--- src/rtl/rom_loader_if.sv ---
// Byte-stream input and ROM write-port signals of the boot loader.
// Handshake: a byte transfers on a rising clk edge where in_valid_i and
// in_ready_o are both high; the source holds in_data_i stable while
// in_valid_i is high and in_ready_o is low, and in_ready_o never depends
// on in_valid_i. The write port has no handshake: w_en_o is a one-cycle
// strobe and w_addr_o/w_data_o/w_sel_o are zero whenever w_en_o is low.
interface rom_loader_if;
  logic        in_valid_i;
  logic [7:0]  in_data_i;
  logic        in_ready_o;
  logic        w_en_o;
  logic [31:0] w_addr_o;
  logic [31:0] w_data_o;
  logic [3:0]  w_sel_o;

  // Loader side: consumes the stream, drives the ROM write port.
  modport master (
    input  in_valid_i, in_data_i,
    output in_ready_o, w_en_o, w_addr_o, w_data_o, w_sel_o
  );

  // Environment side: produces the stream, observes the ROM write port.
  modport slave (
    output in_valid_i, in_data_i,
    input  in_ready_o, w_en_o, w_addr_o, w_data_o, w_sel_o
  );
endinterface

--- src/rtl/rom_loader.sv ---
// Boot-time ROM loader: takes a 4-byte little-endian length header followed
// by the payload, packs payload bytes little-endian into 32-bit words and
// issues one byte-masked write per word starting at BASE_ADDR.
module rom_loader #(
  parameter logic [31:0] BASE_ADDR   = 32'h0000_0000,
  parameter int          ROM_DEPTH   = 16384,
  parameter int          TIMEOUT_CYC = 1000000
) (
  input  logic                clk,
  input  logic                rst,
  input  logic                start_i,
  rom_loader_if.master        bus,
  output logic                busy_o,
  output logic                done_o,
  output logic                err_o,
  output logic [2:0]          dbg_state_o
);

  typedef enum logic [2:0] {
    S_IDLE  = 3'd0,
    S_LEN   = 3'd1,
    S_DATA  = 3'd2,
    S_FLUSH = 3'd3,
    S_DONE  = 3'd4,
    S_ERR   = 3'd5
  } state_t;

  // Idle count at which the next idle edge declares a timeout.
  localparam logic [31:0] TO_LAST = 32'(TIMEOUT_CYC - 1);
  localparam logic [31:0] DEPTH   = 32'(ROM_DEPTH);

  state_t      state_q, state_d;
  logic [31:0] len_q;
  logic [1:0]  hdr_cnt_q;
  logic [31:0] byte_cnt_q;
  logic [31:0] word_idx_q;
  logic [31:0] idle_cnt_q;
  logic [31:0] buf_q;
  logic        ovf_q;

  logic        in_ready;
  logic        acc;
  logic [1:0]  lane;
  logic        last_byte;
  logic        word_full;
  logic        in_rom;
  logic        timeout;
  logic [31:0] len_full;
  logic [31:0] merged;
  logic [3:0]  sel_mask;

  assign in_ready  = (state_q == S_LEN) || (state_q == S_DATA);
  assign acc       = bus.in_valid_i & in_ready;
  assign lane      = byte_cnt_q[1:0];
  assign last_byte = (byte_cnt_q + 32'd1) == len_q;
  assign word_full = (lane == 2'd3);
  assign in_rom    = word_idx_q < DEPTH;
  assign timeout   = idle_cnt_q >= TO_LAST;
  assign len_full  = {bus.in_data_i, len_q[23:0]};

  // Current word with the incoming byte dropped into its lane; lanes not yet
  // filled stay zero because the buffer is cleared after every word.
  always_comb begin
    merged = buf_q;
    merged[{lane, 3'b000} +: 8] = bus.in_data_i;
  end

  // Byte enables cover lanes 0..lane of the word being closed.
  always_comb begin
    sel_mask = 4'b0000;
    case (lane)
      2'd0: sel_mask = 4'b0001;
      2'd1: sel_mask = 4'b0011;
      2'd2: sel_mask = 4'b0111;
      2'd3: sel_mask = 4'b1111;
      default: sel_mask = 4'b0000;
    endcase
  end

  // State register.
  always_ff @(posedge clk) begin
    if (rst) state_q <= S_IDLE;
    else     state_q <= state_d;
  end

  // Next-state logic; an idle timeout only fires on an edge without a byte.
  always_comb begin
    state_d = state_q;
    case (state_q)
      S_IDLE, S_DONE, S_ERR: begin
        if (start_i) state_d = S_LEN;
      end
      S_LEN: begin
        if (acc) begin
          if (hdr_cnt_q == 2'd3) state_d = (len_full == 32'd0) ? S_DONE : S_DATA;
        end else if (timeout) begin
          state_d = S_ERR;
        end
      end
      S_DATA: begin
        if (acc) begin
          if (last_byte) state_d = word_full ? S_DONE : S_FLUSH;
        end else if (timeout) begin
          state_d = S_ERR;
        end
      end
      S_FLUSH: state_d = S_DONE;
      default: state_d = S_IDLE;
    endcase
  end

  // Header capture, byte packing, idle counting and the registered write port.
  always_ff @(posedge clk) begin
    if (rst) begin
      len_q          <= '0;
      hdr_cnt_q      <= '0;
      byte_cnt_q     <= '0;
      word_idx_q     <= '0;
      idle_cnt_q     <= '0;
      buf_q          <= '0;
      ovf_q          <= 1'b0;
      bus.w_en_o     <= 1'b0;
      bus.w_addr_o   <= '0;
      bus.w_data_o   <= '0;
      bus.w_sel_o    <= '0;
    end else begin
      bus.w_en_o   <= 1'b0;
      bus.w_addr_o <= '0;
      bus.w_data_o <= '0;
      bus.w_sel_o  <= '0;
      case (state_q)
        S_IDLE, S_DONE, S_ERR: begin
          if (start_i) begin
            len_q      <= '0;
            hdr_cnt_q  <= '0;
            byte_cnt_q <= '0;
            word_idx_q <= '0;
            idle_cnt_q <= '0;
            buf_q      <= '0;
            ovf_q      <= 1'b0;
          end
        end
        S_LEN: begin
          if (acc) begin
            len_q[{hdr_cnt_q, 3'b000} +: 8] <= bus.in_data_i;
            hdr_cnt_q  <= hdr_cnt_q + 2'd1;
            idle_cnt_q <= '0;
          end else begin
            idle_cnt_q <= idle_cnt_q + 32'd1;
          end
        end
        S_DATA: begin
          if (acc) begin
            idle_cnt_q <= '0;
            byte_cnt_q <= byte_cnt_q + 32'd1;
            if (word_full || last_byte) begin
              // Word closes here: full lane 3, or the short tail of the payload.
              buf_q      <= '0;
              word_idx_q <= word_idx_q + 32'd1;
              if (in_rom) begin
                bus.w_en_o   <= 1'b1;
                bus.w_addr_o <= BASE_ADDR + {word_idx_q[29:0], 2'b00};
                bus.w_data_o <= merged;
                bus.w_sel_o  <= sel_mask;
              end else begin
                ovf_q <= 1'b1;
              end
            end else begin
              buf_q <= merged;
            end
          end else begin
            idle_cnt_q <= idle_cnt_q + 32'd1;
          end
        end
        default: ;
      endcase
    end
  end

  assign bus.in_ready_o = in_ready;
  assign busy_o         = (state_q == S_LEN) || (state_q == S_DATA) || (state_q == S_FLUSH);
  assign done_o         = (state_q == S_DONE);
  assign err_o          = (state_q == S_ERR) || ((state_q == S_DONE) && ovf_q);
  assign dbg_state_o    = state_q;

endmodule

--- src/flat_wrapper.sv ---
// flat-port wrapper written by rule: the top's interface ports become plain ports
module rom_loader_flat 
#(
  parameter logic [31:0] BASE_ADDR   = 32'h0000_0000,
  parameter int          ROM_DEPTH   = 16384,
  parameter int          TIMEOUT_CYC = 1000000
)
  (clk, rst, start_i, busy_o, done_o, err_o, dbg_state_o, bus_in_valid_i, bus_in_data_i, bus_in_ready_o, bus_w_en_o, bus_w_addr_o, bus_w_data_o, bus_w_sel_o);
  rom_loader_if bus_i ();
  input  logic clk;
  input  logic rst;
  input  logic start_i;
  output logic busy_o;
  output logic done_o;
  output logic err_o;
  output logic [2:0] dbg_state_o;
  input wire logic [$bits(bus_i.in_valid_i)-1:0] bus_in_valid_i;
  input wire logic [$bits(bus_i.in_data_i)-1:0] bus_in_data_i;
  output wire logic [$bits(bus_i.in_ready_o)-1:0] bus_in_ready_o;
  output wire logic [$bits(bus_i.w_en_o)-1:0] bus_w_en_o;
  output wire logic [$bits(bus_i.w_addr_o)-1:0] bus_w_addr_o;
  output wire logic [$bits(bus_i.w_data_o)-1:0] bus_w_data_o;
  output wire logic [$bits(bus_i.w_sel_o)-1:0] bus_w_sel_o;
  assign bus_i.in_valid_i = bus_in_valid_i;
  assign bus_i.in_data_i = bus_in_data_i;
  assign bus_in_ready_o = bus_i.in_ready_o;
  assign bus_w_en_o = bus_i.w_en_o;
  assign bus_w_addr_o = bus_i.w_addr_o;
  assign bus_w_data_o = bus_i.w_data_o;
  assign bus_w_sel_o = bus_i.w_sel_o;
  rom_loader #(.BASE_ADDR(BASE_ADDR), .ROM_DEPTH(ROM_DEPTH), .TIMEOUT_CYC(TIMEOUT_CYC)) u_core (.clk(clk), .rst(rst), .start_i(start_i), .bus(bus_i), .busy_o(busy_o), .done_o(done_o), .err_o(err_o), .dbg_state_o(dbg_state_o));
endmodule
--- config.mk ---
export PLATFORM = sky130hd
export DESIGN_NAME = rom_loader_flat
export DESIGN_NICKNAME = d
export VERILOG_FILES = /design/src/rtl/rom_loader_if.sv /design/src/rtl/rom_loader.sv /design/src/flat_wrapper.sv
export SDC_FILE = /design/constraint.sdc
export NUM_CORES = 1
export LEC_CHECK = 0
export ABC_AREA = 1
export BUFFER_PORTS_ARGS = -buffer_cell sky130_fd_sc_hd__buf_2
export CORE_AREA = 4 4 178 145
export DETAILED_ROUTE_END_ITERATION = 8
export DIE_AREA = 0 0 182 149
export GPL_ROUTABILITY_DRIVEN = 1
export HOLD_SLACK_MARGIN = 0.12
export PLACE_DENSITY = 0.69
export SLEW_MARGIN = 20
export SYNTH_ARGS = -nofsm -noshare
export SYNTH_HDL_FRONTEND = slang
export SYNTH_SLANG_ARGS = --single-unit
--- constraint.sdc ---
create_clock -name clk -period 2.95 [get_ports clk]
set_input_delay 0.59 -clock clk [delete_from_list [all_inputs] [get_ports clk]]
set_output_delay 0.59 -clock clk [all_outputs]
set_load 0.02 [all_outputs]
; ---- After elaboration in Yosys (flattened, before gate mapping)
; Cells that the tools add are included.
[op_classes]
n_addsub = 6
n_lt_le_gt_ge = 2
eq_ne = 17
shifts = 4
mux = 34
bitwise_logic = 5
reduce_logical = 21
[ops]
columns = cell, n
row1 = 32-bit case mux with 2 select lines, 5
row2 = 32-bit 2-to-1 mux, 8
row3 = "32-bit by 1-bit adder with 32-bit output, second input constant", 3
row4 = 32-bit bitwise mux, 2
row5 = "8-bit by 7-bit variable shift with 32-bit output, first input constant", 2
row6 = 8-bit by 7-bit indexed part select with 32-bit output, 2
row7 = 32-bit == test, 1
row8 = "32-bit by 20-bit greater-or-equal comparator with 1-bit output, second input constant", 1
row9 = 32-bit zero test, 1
row10 = "32-bit by 15-bit less-than comparator with 1-bit output, second input constant", 1
row11 = 3-bit 2-to-1 mux, 8
row12 = 4-bit case mux with 4 select lines, 1
row13 = 5-bit negation with 7-bit output, 2
row14 = 3-bit case mux with 4 select lines, 1
row15 = 3-bit AND reduction, 3
row16 = "2-bit == test, second input constant", 3
row17 = "3-bit by 2-bit == test with 1-bit output, second input constant", 2
row18 = "3-bit == test, second input constant", 2
row19 = "2-bit inequality test, second input constant", 3
row20 = "3-bit inequality test, second input constant", 2
row21 = 2-bit nonzero test, 3
row22 = 1-bit 2-to-1 mux, 5
row23 = 5-bit AND reduction, 1
row24 = 5-bit OR reduction, 1
row25 = 18 further kinds, 26
[totals]
register_bits = 235
input_bits = 12
output_inout_bits = 76

; ---- Logic depth before layout (Yosys ltp)
; Gate-level depths: netlist of the first run.
[depth]
depth_word = 6
mapped_depth = 20
mapped_depth_nobuf = 20

; ---- Worst setup path before layout of the first run
; OpenSTA, ideal clock, no wires.
[synth_path]
path_type = register -> register
start = reg u_core.byte_cnt_q[1]
end = reg u_core.word_idx_q[0]
setup_ns = 0.113
t_arrival_ns = 2.378
setup_slack_ns = 0.459
path_stages_with_launch = 20
n_path_buf = 1
period_less_slack_ns = 2.491
cell_sequence = dfxtp_1 -> ha_1 -> nand2_2 -> nor2_2 -> nand2_2 -> nor2_2 -> nand2_1 -> nand2_1 -> nand2_1 -> nand2_1 -> nand2_1 -> nor2_1 -> nand2_1 -> nor2_1 -> nand3_2 -> nand2_2 -> nand2_2 -> buf_2 -> nor2_1 -> nor2_1
[synth_between]
elab_cells_between_ends = 6
[synth_lines]
columns = element, line
row1 = from (decl), rom_loader.sv:35  ; logic [31:0] byte_cnt_q;
row2 = from (signal assigned), rom_loader.sv:155  ; byte_cnt_q <= byte_cnt_q + 32'd1;
row3 = 2-bit == test, rom_loader.sv:56  ; assign word_full = (lane == 2'd3);
row4 = via u_core.word_full, rom_loader.sv:45  ; logic word_full;
row5 = 1-bit logical OR, rom_loader.sv:156  ; if (word_full || last_byte) begin
row6 = 2-bit inequality test (no line), -
row7 = 4-bit AND reduction (no line), -
row8 = to (signal assigned), rom_loader.sv:159  ; word_idx_q <= word_idx_q + 32'd1;
row9 = to (decl), rom_loader.sv:36  ; logic [31:0] word_idx_q;
; The timed path passes the listed nets, and every way through them passes these cells.
; A chain may end at the register's enable or synchronous reset.

; ---- Worst setup path in the final report of the first run
[layout_path]
start = reg u_core.byte_cnt_q[12]
end = reg u_core.bus.w_addr_o[4]
[layout_between]
elab_chain_len = 5
[layout_lines]
columns = element, line
row1 = 32-bit by 1-bit adder with 32-bit output, rom_loader.sv:55  ; assign last_byte = (byte_cnt_q + 32'd1) == len_q;
row2 = 32-bit == test, rom_loader.sv:55
row3 = 1-bit logical OR, rom_loader.sv:156
row4 = 1-bit NOT (no line), -
row5 = 5-bit OR reduction (no line), -
row6 = to (signal assigned), rom_loader.sv:162  ; bus.w_addr_o <= BASE_ADDR + {word_idx_q[29:0], 2'b00};
row7 = to (decl), rom_loader_if.sv:19  ; output in_ready_o, w_en_o, w_addr_o, w_data_o, w_sel_o
; Every way passes these cells.

==> metrics.csv, run 1 <==
stage,metric,value,unit
placed_design,detailed_place_hpwl,25.68,mm
timing,tmin_final,2791,ps
final_layout,post_route_cells_drive_above_1_share,13.56,%
timing,relSlewSlack,55.69,%
floorplanning,fp.coreArea,24060,um2
grt,maximum_number_of_pins_on_one_net_before_global_route_repair,113,
worst_hold_path,hold_end,u_core.ovf_q,
final_layout,fin_util,59.20,%
synthesis,seq_area_frac_synth,38.55,%
final_layout,stdcell_count,2273,
floorplanning,fp-row-count,51,
synthesis,synth_area_per_cell,6.656,um2
detailed_routing,wl_per_cell,16.24,um
critical_path,rr_startpoint,u_core.byte_cnt_q[12],
run,max_cap_viol_count,0,
synthesis,synth_cell_types,45,
floorplanning,die_area,27120,um2
grt,grt_pass1_vias,11360,
final_layout,most_used_cells_in_the_layout_excluding_fill_and_tap_cells,"465 x nand2_1, 232 x nor2_1, 228 x dfxtp_1",
placed_design,placed_cells,2220,
synthesis,synth_async_sr_flop_share,0,%
final_layout,nNetsFinal,1961,
timing,hold_violations,0,
worst_hold_path,holdCritPathClass,in2reg,
detailed_routing,routed_wirelength,36.92,mm
critical_path,reg2reg_slack,160,ps
timing,actual_transition_at_the_worst_max_transition_pin,664.6,ps
clocking,tritoncts,done,
outcome,run_status,"finished, final reports clean",
clocking,cts_buffers,25,
placed_design,place_congestion,0.9427,
grt,antenna_violations_before_repair,0,
clocking,worstSkewPairLatency,550,ps
floorplanning,pin_count,88,
detailed_routing,drcViolationCount,0,
floorplanning,die_width,182,um
synthesis,synth.ff_latch_count,233,
worst_hold_path,timing.hold.worst.start,start_i,
detailed_routing,route.antenna.remaining_nets,0,
synthesis,yosys_warnings,0,
grt,grt_pass1_wl,57.76,mm
grt,globalRouteOverflowTotal,0,
detailed_routing,vias_per_cell,5.487,
pwr,cellLeakagePower,5.475,nW
clocking,cts.htree.levels,1,
detailed_routing,vias,12470,
final_layout,most_common_library_cell_in_the_layout_ignoring_fill_and_taps,nand2_1,
pwr,power_density,554.5,nW/um2
critical_path,critPathKind,reg2reg,
floorplanning,initial_utilization,50.30,%
timing,drv_slew,0,
placed_design,placement.io_buffers,85,
grt,grt.total_usage,25.61,%
critical_path,cp_data_required_time,3420,ps
timing,setup-violations-final,0,
synthesis,post_synth_instance_area,12100,um2
critical_path,cp-end-kind,flop,
critical_path,arrival,3260,ps
timing,achievable-frequency,358.3,MHz
synthesis,synth-main-ff-cell,dfxtp_1,
timing,fin_hold_ws,363.0,ps
clocking,clkSinkCount,233,
critical_path,r2r.worst_path.cells,15,
synthesis,synth_enable_flop_cells,0,
critical_path,rr_endpoint,u_core.bus.w_addr_o[4],
final_layout,area_growth,17.70,%
critical_path,critical_path.startpoint_type,flop,
clocking,cts_max_path_buffers,3,
detailed_routing,drt_pre_antenna_iters,5,
critical_path,crit_path_max_fanout,8,
clocking,cts.clk_slew.worst_paths,60,ps
timing,clock-skew-final,17.70,ps
pwr,worst_ir_drop_vdd,0.4463,mV
detailed_routing,drt_first_iter_violations,1239,
synthesis,synthCells,1818,
floorplanning,vertical_die_dimension,149,um
timing,fin_crit_sh,94.60,%
clocking,cts-root-buf,clkbuf_16,
worst_hold_path,hold_path_depth,4,
[critical path, stage by stage, from the launching register on]
cell and delay, ps:
dfxtp_1 410, nand2_1 110, nor2_2 200, nand2_1 180
nor2_8 220, nand2_1 100, nand3_1 120, nand2_1 70
nor2_1 90, nand2_1 50, nor3_1 330, nand3_4 170
nand2_4 130, nand3_4 210, clkbuf_16 260, nor2_4 70
[Yosys cell counts (3+ instances only)]
cell type	number	area, um2
nor4_1	22	137.6
nand2_2	9	56.30
nor3_1	45	225.2
nor2_2	20	125.1
a21oi_1	166	830.8
o21ai_1	5	25.02
ha_1	13	162.7
clkinv_1	4	15.01
nor2_1	244	915.9
nand4_1	36	225.2
inv_1	185	694.4
nand3_2	3	30.03
inv_2	8	30.03
dfxtp_1	233	4664
nand3_1	137	685.7
clkbuf_1	45	168.9
a32oi_1	16	140.1
buf_1	5	18.77
a211oi_1	25	187.7
o22ai_1	8	50.05
a31oi_1	7	43.79
o21ai_0	28	140.1
nand3b_1	11	82.58
xnor2_1	5	43.79
nand2_1	466	1749
nor2_4	11	123.9
xor2_1	28	245.2
buf_2	7	35.03
buf_4	5	37.54
[sequential cells by signal, summed over array words and instances, names as in the netlist, 3 cells and up]
name	count
u_core.buf_q	32
u_core.len_q	32
u_core.bus.w_data_o	32
u_core.bus.w_addr_o	30
u_core.idle_cnt_q	32
u_core.word_idx_q	32
u_core.bus.w_sel_o	4
u_core.byte_cnt_q	32
u_core.dbg_state_o	3
[report_power, final]
group	switching [mW]	internal [mW]	total [mW]
combinational	0.935	0.364	1.30
sequential	0.0913	3.25	3.34
clock	1.35	1.91	3.26
total	2.37	5.52	7.90
[cell type report]
cell class	count	area (um2)
inverter	197	739.5
fill	2301	9814
clock inverter	12	161.4
timing repair buffer	138	989.7
sequential	233	4671
tap	318	397.9
multi-input combinational	1341	6595
clock buffer	33	685.7
antenna	1	2.502
[what timing repair did]
action / 4_1_cts / 5_1_grt
gates resized for setup: 0 / 36
setup endpoints to repair: 0 / 84
hold buffers: 0 / 0
setup buffers: 0 / 1
[worst max path at each step]
| stage | from | end | slack (ps) |
|---|---|---|---|
| 3_3_place_gp | u_core.byte_cnt_q[15] | u_core.bus.w_data_o[1] | 160 |
| 2_1_floorplan | u_core.byte_cnt_q[1] | u_core.word_idx_q[0] | 460 |
| 5_1_grt | u_core.byte_cnt_q[5] | u_core.bus.w_data_o[5] | -20 |
| 6_report | u_core.byte_cnt_q[12] | u_core.bus.w_addr_o[4] | 160 |
| 4_1_cts | u_core.byte_cnt_q[14] | u_core.bus.w_addr_o[9] | 60 |
| 3_5_place_dp | u_core.byte_cnt_q[14] | u_core.bus.w_addr_o[9] | 120 |
[stage by stage]
stage / instance area [um2] / setup TNS (ps) / total power [mW] / setup WS [ps]
3_5_place_dp: 13130 / 0 / 4.630 / 122.8
3_3_place_gp: 13130 / 0 / 4.626 / 161.5
2_1_floorplan: 12160 / 0 / 4.211 / 459.4
6_report: 14240 / 0 / 7.897 / 159.4
4_1_cts: 13980 / 0 / 7.879 / 63.15
5_1_grt: 14240 / -52.46 / 8.217 / -17.50
[logic make-up (layout without fill, tap and decap cells)]
logic type / Yosys count / count (layout) / share of synthesized area, %
compound gates: 260 / 260 / 12.08
xor+xnor: 33 / 33 / 2.389
fa+ha+maj: 13 / 13 / 1.344
buf+inv: 262 / 380 / 8.572
flops: 233 / 233 / 38.55
other cells: 1 / 19 / 0.03099
simple gates: 1016 / 1017 / 37.04
[routing by layer]
layer,wire length (um),GRT usage [%],part of all wire (%),vias to the layer above
met1,17220,38.17,47,5766
met5,0,0,0,-
met4,931,6.489,2.5,0
met2,15600,38.32,42,495
li1,-,-,-,6148
met3,3174,4.705,8.6,62
No activity file was read; power rests on OpenSTA's default activity.
==> run 2, diff against run 1 <==
CORE_AREA = 2 2 176 143   (was 4 4 178 145)
DIE_AREA = 0 0 178 145   (was 0 0 182 149)
PLACE_DENSITY = 0.71   (was 0.69)
clock period = 2.3 ns   (was 2.95 ns; I/O delays follow)
==> run 2 against run 1 <==
Compared with the run above: sequential power increased by 29%; the flow now finishes with violations (negative setup slack); clock power increased by 26%; critical path type unchanged; register-to-register slack got worse by 560 ps; worst hold slack got worse by 140 ps; critical endpoint is now u_core.word_idx_q[23]; largest cell class unchanged.
==> metrics.csv, run 2 (synthesized netlist as in run 1, its figures left out) <==
stage,metric,value,unit
timing,clock-skew-final,26.66,ps
clocking,tritoncts,done,
clocking,worstSkewPairLatency,540,ps
timing,relSlewSlack,60.37,%
timing,rsz0062_at_grt,yes,
clocking,cts_buffers,24,
timing,setup-violations-final,120,
floorplanning,vertical_die_dimension,145,um
clocking,cts-root-buf,clkbuf_16,
detailed_routing,drt_first_iter_violations,1718,
final_layout,fin_util,68.01,%
timing,tmin_final,2706,ps
final_layout,fillCellCount,1985,
outcome,failing_checks,negative setup slack,
floorplanning,fp.coreArea,24060,um2
critical_path,cp-end-kind,flop,
critical_path,cp_top_family,simple AND/OR/NAND/NOR gates,
floorplanning,pin_count,88,
critical_path,arrival,3170,ps
timing,actual_transition_at_the_worst_max_transition_pin,589.0,ps
floorplanning,fp-row-count,51,
final_layout,nNetsFinal,2115,
clocking,cts_hold_buf,0,
timing,drv_slew,0,
detailed_routing,vias_per_cell,5.573,
pwr,cellLeakagePower,6.490,nW
placed_design,placed_cells,2332,
timing,achievable-frequency,369.6,MHz
run,max_cap_viol_count,0,
floorplanning,initial_utilization,50.30,%
critical_path,timing.critical_path.slowest_stage_cell,dfxtp_4,
timing,fin_crit_sh,117.6,%
placed_design,place_congestion,0.9869,
final_layout,most_used_cells_in_the_layout_excluding_fill_and_tap_cells,"424 x nand2_1, 215 x dfxtp_1, 190 x nor2_1",
final_layout,area_growth,35.21,%
detailed_routing,drcViolationCount,0,
pwr,power_density,634.4,nW/um2
critical_path,critPathKind,reg2reg,
critical_path,cp.buffers_inverters,4,
worst_hold_path,holdCritPathClass,in2reg,
placed_design,detailed_place_hpwl,28.83,mm
critical_path,crit_path_max_fanout,7,
detailed_routing,wl_per_cell,17.54,um
final_layout,post_route_cells_drive_above_1_share,26.67,%
grt,grt_pass1_wl,66.03,mm
final_layout,stdcell_count,2425,
grt,grt.total_usage,31.85,%
grt,maximum_number_of_pins_on_one_net_before_global_route_repair,51,
pwr,worst_ir_drop_vdd,0.5323,mV
critical_path,critical_path.startpoint_type,flop,
floorplanning,die_area,25810,um2
clocking,cts.clk_slew.worst_paths,70,ps
timing,totalNegativeSetupSlack,-35080,ps
grt,globalRouteOverflowTotal,0,
detailed_routing,route.antenna.remaining_nets,0,
grt,grt_pass1_vias,12320,
grt,antenna_violations_before_repair,0,
detailed_routing,vias,13510,
final_layout,most_common_library_cell_in_the_layout_ignoring_fill_and_taps,nand2_1,
clocking,clkSinkCount,233,
clocking,cts.htree.levels,1,
critical_path,cp_data_required_time,2760,ps
critical_path,worst_path_largest_cell_delay,370,ps
timing,finalWorstSetupSlack,-405.5,ps
outcome,run_status,"finished, violations left",
critical_path,critical_path.cell_chain,"buf_6, nand2_4, nor2_8, nand2_8, nor2_8, buf_6, nand3b_1, nand3_1, nand2_1, nor2_1, nand2_1, nor2_2, nand3_2, nand2_4, buf_8, clkbuf_16, nand3_2, a21oi_2",
pwr,power,10.38,mW
floorplanning,die_width,178,um
timing,hold_violations,0,
final_layout,num_antenna_cells,0,
clocking,cts_max_path_buffers,3,
placed_design,placement.io_buffers,85,
detailed_routing,routed_wirelength,42.53,mm
detailed_routing,drt_pre_antenna_iters,7,
==> run 2: changes by cell type in the layout (fill, tap and decap cells not counted), moves of 13 or more <==
cell / delta
nor2_1: -42
nand2_2: +32
nand3_1: -25
nand2_1: -41
buf_4: +130
nor2_2: +13
buf_6: +13
nand3_2: +19
dfxtp_1: -13
nor2_4: +29
==> run 2: timing repair <==
action,in CTS,in global routing
pin swaps,24,69
cloned,8,3
gates resized for setup,127,128
endpoints found under the setup margin,120,177
setup buffers,27,14
endpoints found under the hold margin,0,0
==> run 2: worst reg2reg max path: cells and delay by family (launching register included) <==
kind | cells | cell delay (ps)
AO/OA/AOI/OAI | 1 | 150
buffers and inverters | 4 | 570
flip-flops | 1 | 370
AND/OR/NAND/NOR | 13 | 1550
==> run 2: metal layers <==
layer  part of all wire (%)  vias to the layer above  GRT usage (%)
met2                     41                      717          45.33
met1                     44                     6227          47.45
met5                      0                        -              0
met4                    3.3                        0          10.00
met3                     11                      112          6.944
li1                       -                     6458              -
==> run 2: worst paths after layout <==
kind | startpoint | end | slack (ps) | cells past startpoint
max | u_core.byte_cnt_q[1] | u_core.word_idx_q[23] | -410 | 18
min | start_i | u_core.ovf_q | 220 | 4
max reg2reg | u_core.byte_cnt_q[1] | u_core.word_idx_q[23] | -410 | 18
min reg2reg | u_core.buf_q[14] | u_core.buf_q[14] | 460 | 2
==> run 2: final cells by class <==
cell class / count / area, um2 / share of cell area, %
Clock inverter: 12 / 162.7 / 0.9942
Multi-Input combinational cell: 1340 / 7289 / 44.55
Sequential cell: 233 / 4697 / 28.71
Inverter: 197 / 747.0 / 4.566
Tap cell: 318 / 397.9 / 2.432
Clock buffer: 31 / 656.9 / 4.015
Timing Repair Buffer: 294 / 2410 / 14.73
==> run 2: per-stage QoR <==
stage | hold slack, ps | worst slack, ps | cell area (um2)
CTS | 193.3 | -330.0 | 15760
global route | 240.1 | -539.4 | 16360
detailed placement | 456.7 | -423.9 | 14030
floorplan | 431.5 | -1.687 | 12200
finish | 220.7 | -405.5 | 16360
global placement | 451.3 | -376.4 | 14030
==> run 2: power by group <==
part	internal (mW)	total [mW]	switching, mW	leakage, nW
combinational	0.628	1.96	1.33	4.21
clock	2.37	4.12	1.75	0.384
sequential	4.16	4.30	0.140	1.90
==> run 3, diff against run 2 <==
PLACE_DENSITY = 0.69   (was 0.71)
clock period = 3.1 ns   (was 2.3 ns; I/O delays follow)
==> run 3 against run 2 <==
Compared with the run above: largest cell class unchanged; clock skew is 1.1 ps lower; critical path type unchanged; highest routed layer unchanged; clock power is 25% lower; worst hold slack improved by 150 ps; critical endpoint is now u_core.bus.w_data_o[0]; largest power group unchanged; fmax fell by 5.3%; the flow now finishes without violations; register-to-register slack better by 650 ps.
==> metrics.csv, run 3 (synthesized netlist as in run 1, its figures left out) <==
stage,metric,value,unit
pwr,cellInternalPower,5.213,mW
detailed_routing,wl_per_cell,15.34,um
timing,setup-violations-final,0,
placed_design,detailed_place_hpwl,24.78,mm
pwr,power,7.435,mW
critical_path,cp_data_required_time,3560,ps
floorplanning,pin_count,88,
timing,fin_crit_sh,92.11,%
placed_design,placed_area,12990,um2
outcome,run_status,"finished, final reports clean",
grt,grt_pass1_wl,55.86,mm
timing,finalWorstSetupSlack,244.5,ps
timing,drv_slew,0,
critical_path,crit_path_max_fanout,29,
floorplanning,die_area,25810,um2
floorplanning,fp.coreArea,24060,um2
detailed_routing,drcViolationCount,0,
floorplanning,vertical_die_dimension,145,um
final_layout,nNetsFinal,1940,
timing,rsz0062_at_grt,no,
critical_path,worst_path_largest_cell_delay,450,ps
detailed_routing,drt_first_iter_violations,1188,
placed_design,dpl_worst_slack,-117.9,ps
floorplanning,die_width,178,um
grt,grt.total_usage,26.34,%
final_layout,num_antenna_cells,0,
critical_path,critPathLaunch,u_core.byte_cnt_q[2],
floorplanning,initial_utilization,50.30,%
clocking,worstSkewPairLatency,550,ps
final_layout,post_route_cells_drive_above_1_share,12.00,%
critical_path,critPathKind,reg2reg,
timing,achievable-frequency,350.2,MHz
grt,globalRouteOverflowTotal,0,
clocking,cts_setup_buffers,0,
detailed_routing,routed_wirelength,34.55,mm
final_layout,area_growth,14.76,%
pwr,power_frac_seq,42.7,%
pwr,combinational_share_of_power,15.7,%
critical_path,rr_endpoint,u_core.bus.w_data_o[0],
critical_path,timing.critical_path.slowest_stage_cell,dfxtp_1,
timing,tmin_final,2856,ps
pwr,cellLeakagePower,5.313,nW
placed_design,placement.io_buffers,85,
critical_path,cp-end-kind,flop,
timing,hold_violations,0,
clocking,cts.clk_slew.worst_paths,60,ps
clocking,tritoncts,done,
detailed_routing,vias,12100,
pwr,pwr-share-clk,41.6,%
detailed_routing,route.antenna.remaining_nets,0,
final_layout,most_common_library_cell_in_the_layout_ignoring_fill_and_taps,nand2_1,
critical_path,reg2reg_slack,240,ps
critical_path,critical_path.startpoint_type,flop,
worst_hold_path,holdCritPathClass,in2reg,
clocking,cts.htree.levels,1,
clocking,clkSinkCount,233,
critical_path,path_common_cell,nand2_1,
placed_design,place_congestion,0.9477,
critical_path,endpoint,u_core.bus.w_data_o[0],
pwr,switching_share,29.88,%
final_layout,most_used_cells_in_the_layout_excluding_fill_and_tap_cells,"466 x nand2_1, 237 x nor2_1, 232 x dfxtp_1",
detailed_routing,drt_pre_antenna_iters,5,
pwr,worst_ir_drop_vdd,0.4837,mV
pwr,power_density,535.4,nW/um2
timing,actual_transition_at_the_worst_max_transition_pin,733.2,ps
floorplanning,fp-row-count,51,
grt,grt_pass1_vias,10910,
clocking,cts_max_path_buffers,3,
clocking,cts_hold_buf,0,
detailed_routing,vias_per_cell,5.371,
run,max_cap_viol_count,0,
critical_path,critical_path.cell_chain,"nand2_2, nor2_8, nand2_2, nor2_2, buf_4, nand3_1, nand2_1, nand2_1, nand2_1, nand2_1, nor2_1, nand2_1, nor2_1, nand3_2, nand2_2, nand3_2, buf_12, nor2_1",
timing,clock-skew-final,25.55,ps
grt,maximum_number_of_pins_on_one_net_before_global_route_repair,97,
critical_path,r2r.worst_path.cells,18,
clocking,cts_buffers,25,
critical_path,arrival,3320,ps
critical_path,rr_startpoint,u_core.byte_cnt_q[2],
clocking,cts-root-buf,clkbuf_16,
timing,relSlewSlack,51.12,%
pwr,switching_power_summed_over_all_nets,2.222,mW
grt,antenna_violations_before_repair,0,
final_layout,final_design_area_no_fill,13890,um2
[run 3: metal layers]
layer / wire, um / part of all wire, % / GRT usage (%) / up-vias
li1: - / - / - / 6107
met2: 14310 / 41 / 37.85 / 425
met4: 653 / 1.9 / 5.820 / 0
met3: 2706 / 7.8 / 4.062 / 51
met5: 0 / 0 / 0 / -
met1: 16880 / 49 / 40.97 / 5513
[run 3: per-stage QoR]
stage / util [%] / instances / TNS, ps / hold slack (ps)
6_report: 57.72 / 2252 / 0 / 368.5
5_1_grt: 57.72 / 2252 / 0 / 404.0
4_1_cts: 57.54 / 2252 / 0 / 350.0
3_5_place_dp: 53.98 / 2206 / -696.1 / 455.6
3_3_place_gp: 53.98 / 2206 / 0 / 451.3
2_1_floorplan: - / 1835 / 0 / 431.5
[run 3: area by class of cell]
cell class	instances	area, um2
fill	2321	10170
multi-input combinational	1340	6509
sequential	233	4666
inverter	197	739.5
timing repair buffer	118	720.7
clock buffer	31	668.1
tap	318	397.9
clock inverter	15	185.2
[run 3: critical path: cells and delay by family, from the launching register on]
family	cells	cell delay, ps
buffers and inverters	2	380
flip-flops	1	450
AND/OR/NAND/NOR	16	1910
[run 3: power groups by stage]
stage	combinational (mW)	sequential (mW)	clock (mW)
2_1_floorplan	0.777	3.23	0
3_3_place_gp	1.11	3.24	0
3_5_place_dp	1.12	3.24	0
4_1_cts	1.13	3.17	3.15
5_1_grt	1.29	3.18	3.28
6_report	1.16	3.18	3.10
[run 3: how the worst min path moves through the flow]
stage	depth (start not counted)	slack, ps	end	start
3_5_place_dp	2	460	u_core.buf_q[0]	u_core.buf_q[0]
4_1_cts	4	350	u_core.ovf_q	start_i
5_1_grt	4	400	u_core.ovf_q	start_i
3_3_place_gp	2	450	u_core.buf_q[7]	u_core.buf_q[7]
2_1_floorplan	2	430	u_core.ovf_q	u_core.ovf_q
6_report	4	370	u_core.ovf_q	start_i
[run 3: timing repair]
item	4_1_cts	5_1_grt
gates resized for setup	1	12
gates cloned	0	0
pin swaps	0	0
endpoints found under the setup margin	13	101
